==> src/rtl/alu_flags_wb.sv <==
// Post-ALU stage: holds the NZCV status register, evaluates condition codes at accept,
// and queues results in a 2-entry in-order buffer toward write-back.
module alu_flags_wb #(
    parameter int N  = 32,
    parameter int RW = 5,
    parameter int CW = 16
) (
    input  logic          clock,
    input  logic          reset,
    input  logic          in_valid,
    output logic          in_ready,
    input  logic [N-1:0]  in_result,
    input  logic          in_negative,
    input  logic          in_zero,
    input  logic          in_carry,
    input  logic          in_overflow,
    input  logic          in_setflags,
    input  logic [3:0]    in_cond,
    input  logic [RW-1:0] in_rd,
    input  logic          in_regwrite,
    output logic          out_valid,
    input  logic          out_ready,
    output logic [N-1:0]  out_result,
    output logic [RW-1:0] out_rd,
    output logic          out_we,
    output logic          out_cond_pass,
    output logic [3:0]    nzcv,
    output logic [CW-1:0] retired_cnt,
    output logic [CW-1:0] squashed_cnt
);

    logic [1:0]    count_q, count_d;
    logic          inReady_q, outValid_q;
    logic [N-1:0]  res0_q, res1_q;
    logic [RW-1:0] rd0_q, rd1_q;
    logic          we0_q, we1_q;
    logic          cp0_q, cp1_q;
    logic [3:0]    nzcv_q;
    logic [CW-1:0] retired_q, squashed_q;

    logic accept, pop, condPass, newWe;
    logic flagN, flagZ, flagC, flagV;

    assign accept = in_valid & inReady_q;
    assign pop    = outValid_q & out_ready;
    assign newWe  = in_regwrite & condPass;
    assign {flagN, flagZ, flagC, flagV} = nzcv_q;

    always_comb begin
        condPass = 1'b0;
        case (in_cond)
            4'h0: condPass = flagZ;
            4'h1: condPass = ~flagZ;
            4'h2: condPass = flagC;
            4'h3: condPass = ~flagC;
            4'h4: condPass = flagN;
            4'h5: condPass = ~flagN;
            4'h6: condPass = flagV;
            4'h7: condPass = ~flagV;
            4'h8: condPass = flagC & ~flagZ;
            4'h9: condPass = ~flagC | flagZ;
            4'hA: condPass = (flagN == flagV);
            4'hB: condPass = (flagN != flagV);
            4'hC: condPass = ~flagZ & (flagN == flagV);
            4'hD: condPass = flagZ | (flagN != flagV);
            4'hE: condPass = 1'b1;
            default: condPass = 1'b0;
        endcase
    end

    always_comb begin
        count_d = count_q;
        if (accept && !pop) begin
            count_d = count_q + 2'd1;
        end else if (!accept && pop) begin
            count_d = count_q - 2'd1;
        end
    end

    // Slot 0 is always the head, so outputs come straight from its registers; empty slots hold zero.
    always_ff @(posedge clock or posedge reset) begin
        if (reset) begin
            count_q    <= 2'd0;
            inReady_q  <= 1'b1;
            outValid_q <= 1'b0;
            res0_q     <= '0;
            res1_q     <= '0;
            rd0_q      <= '0;
            rd1_q      <= '0;
            we0_q      <= 1'b0;
            we1_q      <= 1'b0;
            cp0_q      <= 1'b0;
            cp1_q      <= 1'b0;
            nzcv_q     <= 4'b0000;
            retired_q  <= '0;
            squashed_q <= '0;
        end else begin
            count_q    <= count_d;
            inReady_q  <= (count_d != 2'd2);
            outValid_q <= (count_d != 2'd0);

            if (pop && !accept) begin
                if (count_q == 2'd2) begin
                    res0_q <= res1_q;
                    rd0_q  <= rd1_q;
                    we0_q  <= we1_q;
                    cp0_q  <= cp1_q;
                end else begin
                    res0_q <= '0;
                    rd0_q  <= '0;
                    we0_q  <= 1'b0;
                    cp0_q  <= 1'b0;
                end
                res1_q <= '0;
                rd1_q  <= '0;
                we1_q  <= 1'b0;
                cp1_q  <= 1'b0;
            end else if (accept && !pop) begin
                if (count_q == 2'd0) begin
                    res0_q <= in_result;
                    rd0_q  <= in_rd;
                    we0_q  <= newWe;
                    cp0_q  <= condPass;
                end else begin
                    res1_q <= in_result;
                    rd1_q  <= in_rd;
                    we1_q  <= newWe;
                    cp1_q  <= condPass;
                end
            end else if (accept && pop) begin
                res0_q <= in_result;
                rd0_q  <= in_rd;
                we0_q  <= newWe;
                cp0_q  <= condPass;
            end

            if (accept) begin
                if (condPass) begin
                    retired_q <= retired_q + CW'(1);
                end else begin
                    squashed_q <= squashed_q + CW'(1);
                end
                if (in_setflags && condPass) begin
                    nzcv_q <= {in_negative, in_zero, in_carry, in_overflow};
                end
            end
        end
    end

    assign in_ready      = inReady_q;
    assign out_valid     = outValid_q;
    assign out_result    = res0_q;
    assign out_rd        = rd0_q;
    assign out_we        = we0_q;
    assign out_cond_pass = cp0_q;
    assign nzcv          = nzcv_q;
    assign retired_cnt   = retired_q;
    assign squashed_cnt  = squashed_q;

endmodule

==> config.mk <==
export PLATFORM = sky130hd
export DESIGN_NAME = alu_flags_wb
export DESIGN_NICKNAME = d
export VERILOG_FILES = /design/src/rtl/alu_flags_wb.sv
export SDC_FILE = /design/constraint.sdc
export NUM_CORES = 1
export LEC_CHECK = 0
export ABC_CLOCK_PERIOD_IN_PS = 3600
export BUFFER_PORTS_ARGS = -buffer_cell sky130_fd_sc_hd__buf_2
export CAP_MARGIN = 40
export CORE_ASPECT_RATIO = 2
export CORE_UTILIZATION = 44
export CTS_CLUSTER_DIAMETER = 50
export CTS_CLUSTER_SIZE = 8
export DETAILED_ROUTE_END_ITERATION = 6
export GPL_ROUTABILITY_DRIVEN = 0
export GPL_TIMING_DRIVEN = 0
export PLACE_DENSITY = 0.79
export SLEW_MARGIN = 10
export SYNTH_ARGS = -nofsm -noshare
export SYNTH_HDL_FRONTEND = slang
export SYNTH_SLANG_ARGS = --single-unit
==> constraint.sdc <==
create_clock -name clock -period 3.6 [get_ports clock]
set_clock_uncertainty 0.15 [all_clocks]
set_input_delay 0.18 -clock clock [delete_from_list [all_inputs] [get_ports clock]]
set_output_delay 0.18 -clock clock [all_outputs]
set_load 0.02 [all_outputs]
Yosys cells after proc, flatten, opt, wreduce, memory -nomap -nowiden

Cells that the tools add are included.

Bits of input ports: 51
Word-level logic and storage cells: 101
Output and inout port bits: 77
Flip-flop bits (word level): 118

Reductions and logical operators: 16
Add/subtract/negate cells: 4
Equal/unequal tests: 20
Multiplexer cells: 35
Bitwise logic cells: 12

Operator list:

| operator              | number |
|---|---|
| $mux 32               | 8 |
| $mux 5                | 8 |
| $add 16x1->16 const B | 2 |
| $eq 4x4->1 const B    | 7 |
| $eq 4x3->1 const B    | 4 |
| $mux 1                | 16 |
| $pmux 1 s15           | 1 |
| $reduce_and 2->1      | 5 |
| $eq 4x2->1 const B    | 2 |
| $and 1x1->1           | 5 |
| $not 1->1             | 5 |
| $eq 4x1->1 const B    | 1 |
| $logic_and 1x1->1     | 4 |
| $logic_not 4->1       | 1 |
| $mux 2                | 2 |
| $ne 2x2->1 const B    | 2 |
| $reduce_bool 2->1     | 2 |
| $ne 3x1->1 const B    | 1 |
| $reduce_bool 3->1     | 1 |
| $add 2x1->2 const B   | 1 |
| $eq 2x2->1 const B    | 1 |
| $logic_not 1->1       | 2 |
| $logic_not 2->1       | 1 |
| $or 1x1->1            | 2 |
| other kinds (3)       | 3 |

Depth between registers and ports, before layout

Word-level depth: 7
Gate-level depth with buffers: 10

Worst setup path after synthesis

Ideal clock, no wire load.

Kind: register -> register
Start point: register nzcv_q[3] (netlist: nzcv[3])
End point: register nzcv_q[0] (netlist: nzcv[0])
Cell stages (with the launch flop): 9
Buffers on the path: 1
Data required time: 3.325 ns
Arrival time: 2.278 ns
Library setup time: 0.125 ns
Setup slack: 1.047 ns
Path through: dfrtp_1 > or4b_1 > o21ai_0 > a221oi_1 > o211a_1 > buf_6 > a21oi_4 > and2_2 > mux2_2

Longest elaborated chain between the ends: 5
Elaborated cells between the ends (all ways): 8
Classes of those cells: 2 x eq/ne; 1 x mux; 3 x bitwise; 2 x reduce/logical

RTL lines:

| what                                      | line   | RTL |
|---|---|---|
| from (decl)                               | 38     | `logic [3:0] nzcv_q;` |
| from (signal assigned)                    | 144    | `nzcv_q <= {in_negative, in_zero, in_carry, in_overflow};` |
| $ne 1x1->1 or $eq 1x1->1 (tied branches)  | -      |  |
| $or 1x1->1 or $and 1x1->1 (tied branches) | 65, 64 |  |
| $pmux 1 s15 *                             | 51     | `case (in_cond)` |
| $logic_and 1x1->1 *                       | 143    | `if (in_setflags && condPass) begin` |
| $reduce_and 2->1 (no line) *              | -      |  |

Every way passes the cells marked *; elsewhere a longest branch is shown, timed or not.
A chain may end at the register's enable or synchronous reset.

Worst setup path in the final report

Start point: register inReady_q (netlist: in_ready)
End point: register rd1_q[3]

Longest elaborated chain between the ends: 5
Elaborated cells between the ends (all ways): 8
Classes of those cells: 1 x eq/ne; 1 x mux; 1 x bitwise; 5 x reduce/logical

RTL lines:

| what                                                      | line | RTL |
|---|---|---|
| from (decl)                                               | 33   | `logic inReady_q, outValid_q;` |
| from (signal assigned)                                    | 99   | `inReady_q <= (count_d != 2'd2);` |
| $and 1x1->1 *                                             | 44   | `assign accept = in_valid & inReady_q;` |
| $logic_not 1->1                                           | 102  | `if (pop && !accept) begin` |
| $logic_and 1x1->1                                         | 102  |  |
| $ne 2x2->1 (no line) or $reduce_bool 2->1 (tied branches) | -    |  |
| $reduce_and 2->1 (no line)                                | -    |  |
| to (signal assigned)                                      | 126  | `rd1_q <= in_rd;` |
| to (decl)                                                 | 35   | `logic [RW-1:0] rd0_q, rd1_q;` |

Marked as above.

==> impl_results.md <==
- # hold bufs at CTS: 23
- Max Transition Viols Final: 0
- Tcrit/Tclk final: 79.4%
- Max Cap Violations: 0
- Total power: 0.00598 W
- Core Rows: 56
- Hold wc startpoint: in_result[7]
- Die X: 79.9 um
- WL per Instance: 15.5 um
- Final Non-Filler Cells: 841
- CP Capture Type: register
- Status: complete, no violations
- Ant. Diodes: 0
- First-pass GRT wire length: 21600 um
- Core area: 0.0118 mm2
- FF-to-FF path depth: 7
- Die boundary height: 158 um
- Internal power: 0.00370 W
- Commonest non-fill, non-tap cell in the layout: buf_2
- Cell Pwr Density: 858 mW/mm2
- Vias per Instance: 5.18
- Final setup vio count: 0
- H-tree levels: 4
- Hold Path End: res1_q[7]$_DFFE_PP0P_
- Hold Path Depth: 3
- Gate Count Post-Synth: 516
- Via Count: 4360
- CP Data Arrival Time: 3.02 ns
- Peak VDD IR: 0.493 mV
- Clk sink count: 118
- Ys Warns: 0
- Worst-Skew Late Latency: 0.40 ns
- Comb pwr share: 35.6%
- Ports: 128
- Remaining DRCs: 0
- CTS Buf Count: 17
- Total GRT Usage: 22.3%
- CTS root buf: clkbuf_16
- Ys flop type: dfrtp_1
- Worst hold path class: in2reg
- Initial antenna violation count: 0
- Die area: 0.0126 mm2
- Crit Path Max Fanout: 10
- Clock share of power: 27.2%
- Setup Fix Bufs, Post-CTS: 0
- Gates resized, CTS repair: 0
- Layout cells sized above 1: 28.7%
- Critical Path RT: 3.76 ns
- Sw Ratio: 38.1%
- Crit Reg-Reg Endpoint: rd1_q[3]$_DFFE_PP0P_
- Maximum root-to-sink buffer count: 2
- Sequential cell area fraction in the yosys report: 55.3%
- Post-Syn Area: 0.00534 mm2
- DP Area: 0.00617 mm2
- Syn Nets: 575
- Highest metal used: met4
- Startpoint type of the worst setup path: register
- Post-detail-place hpwl: 9500 um
- DRT iter0 DRCs: 126
- Fin. Hold Viols: 0
- Routed Antenna Nets: 0
- Largest net degree at the start of global routing: 62
- Routed length on met3: 470 um
- Max_slew headroom: 62.8%
- Design area: 0.00697 mm2
- Vias in the first global route: 4543
- Flops & latches, synth: 118
- Routed wire length: 13100 um
- Placed cells: 786
- Ys async rst share: 100%
- Worst setup path startpoint: in_ready$_DFF_PP1_
- Worst Tran Pin Value: 0.558 ns
- Layout Area Growth over Synthesis: 30.5%
- Unrepaired setup endpoints after global routing: false
- Post-synth EDFFs: 0
- CTS tree: done
- PortBufs: 124
- Leak: 3.27 nW
- M1 WL: 4900 um
- Final core utilization: 59.2%
- Starting Density: 45.4%
- NetSw: 0.00228 W
- Post-layout min period: 2.86 ns
- R2R setup slack: 0.74 ns
- Total iterations of the first detailed-routing run: 4
- DR WL met2: 7310 um
- Yosys cell types: 46
- Nets: 742
- Overflow after GRT: 0
- Reg power frac: 37.2%
- Syn Area/Cell: 10.3 um2
- Crit path kind: reg2reg
- Clock Pin Slew Worst Setup and Hold Paths: 0.06 ns
- Commonest cells after routing, fill and taps aside: 127 x buf_2, 117 x dfrtp_1, 59 x nand2_1
- Worst r2r src: in_ready$_DFF_PP1_
- Fmax: 350 MHz
==> worst max-delay path by stage <==
| stage | to | slack [ns] | cells past startpoint |
|---|---|---|---|
| 5_1_grt | rd1_q[3]$_DFFE_PP0P_ | 0.53 | 7 |
| 3_5_place_dp | rd1_q[2]$_DFFE_PP0P_ | 0.73 | 7 |
| 2_1_floorplan | count_q[0]$_DFF_PP0_ | 0.14 | 1 |
| 3_3_place_gp | out_rd[4]$_DFFE_PP0P_ | -1.05 | 2 |
| 6_report | rd1_q[3]$_DFFE_PP0P_ | 0.74 | 7 |
| 4_1_cts | rd1_q[3]$_DFFE_PP0P_ | 0.70 | 7 |
==> metal layers <==
| layer | GRT usage, % | up-vias |
|---|---|---|
| met4 | 9.95 | 0 |
| li1 | - | 2078 |
| met2 | 41.5 | 120 |
| met5 | 0 | - |
| met1 | 23.2 | 2136 |
| met3 | 4.96 | 26 |
==> metrics by stage <==
stage,setup TNS [ns],worst slack [ns],hold WS [ns]
2_1_floorplan,0,0.143,0.182
3_3_place_gp,-121.94,-1.05,0.265
3_5_place_dp,0,0.727,0.121
4_1_cts,0,0.701,0.0368
5_1_grt,0,0.529,0.0425
6_report,0,0.740,0.0392
==> sequential cells by signal, indices dropped and copies added, names as in the netlist <==
register,count
out_result,32
we1_q,1
out_cond_pass,1
out_valid,1
count_q,2
squashed_cnt,16
rd1_q,5
nzcv,4
in_ready,1
retired_cnt,16
res1_q,32
cp1_q,1
out_we,1
out_rd,5
==> power groups by stage <==
stage                     sequential (W)  combinational (W)  clock (W)
after global routing             0.00229            0.00237    0.00171
final                            0.00222            0.00213    0.00162
after detailed placement         0.00224            0.00212          0
after global placement           0.00220            0.00205          0
after CTS                        0.00222            0.00215    0.00164
after floorplan                  0.00256            0.00107          0
==> cell type report <==
cell class / count / area [um2]
Buffer: 27 / 120
Clock buffer: 19 / 433
Clock inverter: 13 / 133
Fill cell: 1042 / 4800
Inverter: 13 / 53.8
Multi-Input combinational cell: 358 / 2220
Sequential cell: 118 / 2950
Tap cell: 145 / 181
Timing Repair Buffer: 148 / 878
==> critical path, cell delays in order (launching register included) <==
cell and delay (ns):
dfstp_2 0.53, nand2_1 0.18, ha_1 0.35, o21ai_0 0.44
clkbuf_1 0.47, clkbuf_1 0.45, nand2_1 0.09, o21ai_0 0.10
==> synth_stat cells, types with 2 or more instances <==
master	n	area [um2]
dfrtp_1	117	2930
nand2_1	59	221
nor2_1	49	184
a21oi_1	43	215
mux2_2	25	282
o21ai_0	24	120
nor2b_1	23	144
xnor2_1	23	201
clkbuf_1	21	78.8
a31oi_1	19	119
nand2b_1	18	113
nand3_1	14	70.1
inv_1	13	48.8
xor2_1	10	87.6
ha_1	8	100
nand4_1	7	43.8
nor3_1	4	20.0
and3_1	3	18.8
buf_2	3	15.0
and2_1	2	12.5
and2_2	2	15.0
and4_1	2	17.5
buf_6	2	22.5
nor3b_1	2	15.0
nor4_2	2	25.0
==> cells by family after synthesis <==
group	Yosys count	synth area share, %
muxes	26	5.46
xor gates and xnor gates	33	5.41
adders and majority gates	8	1.87
DFF	118	55.3
AOI/OAI and AO/OA	94	10.1
buffers and inverters	40	3.16
and+or+nand+nor	197	18.6
Power figures use the tool's default switching activity.
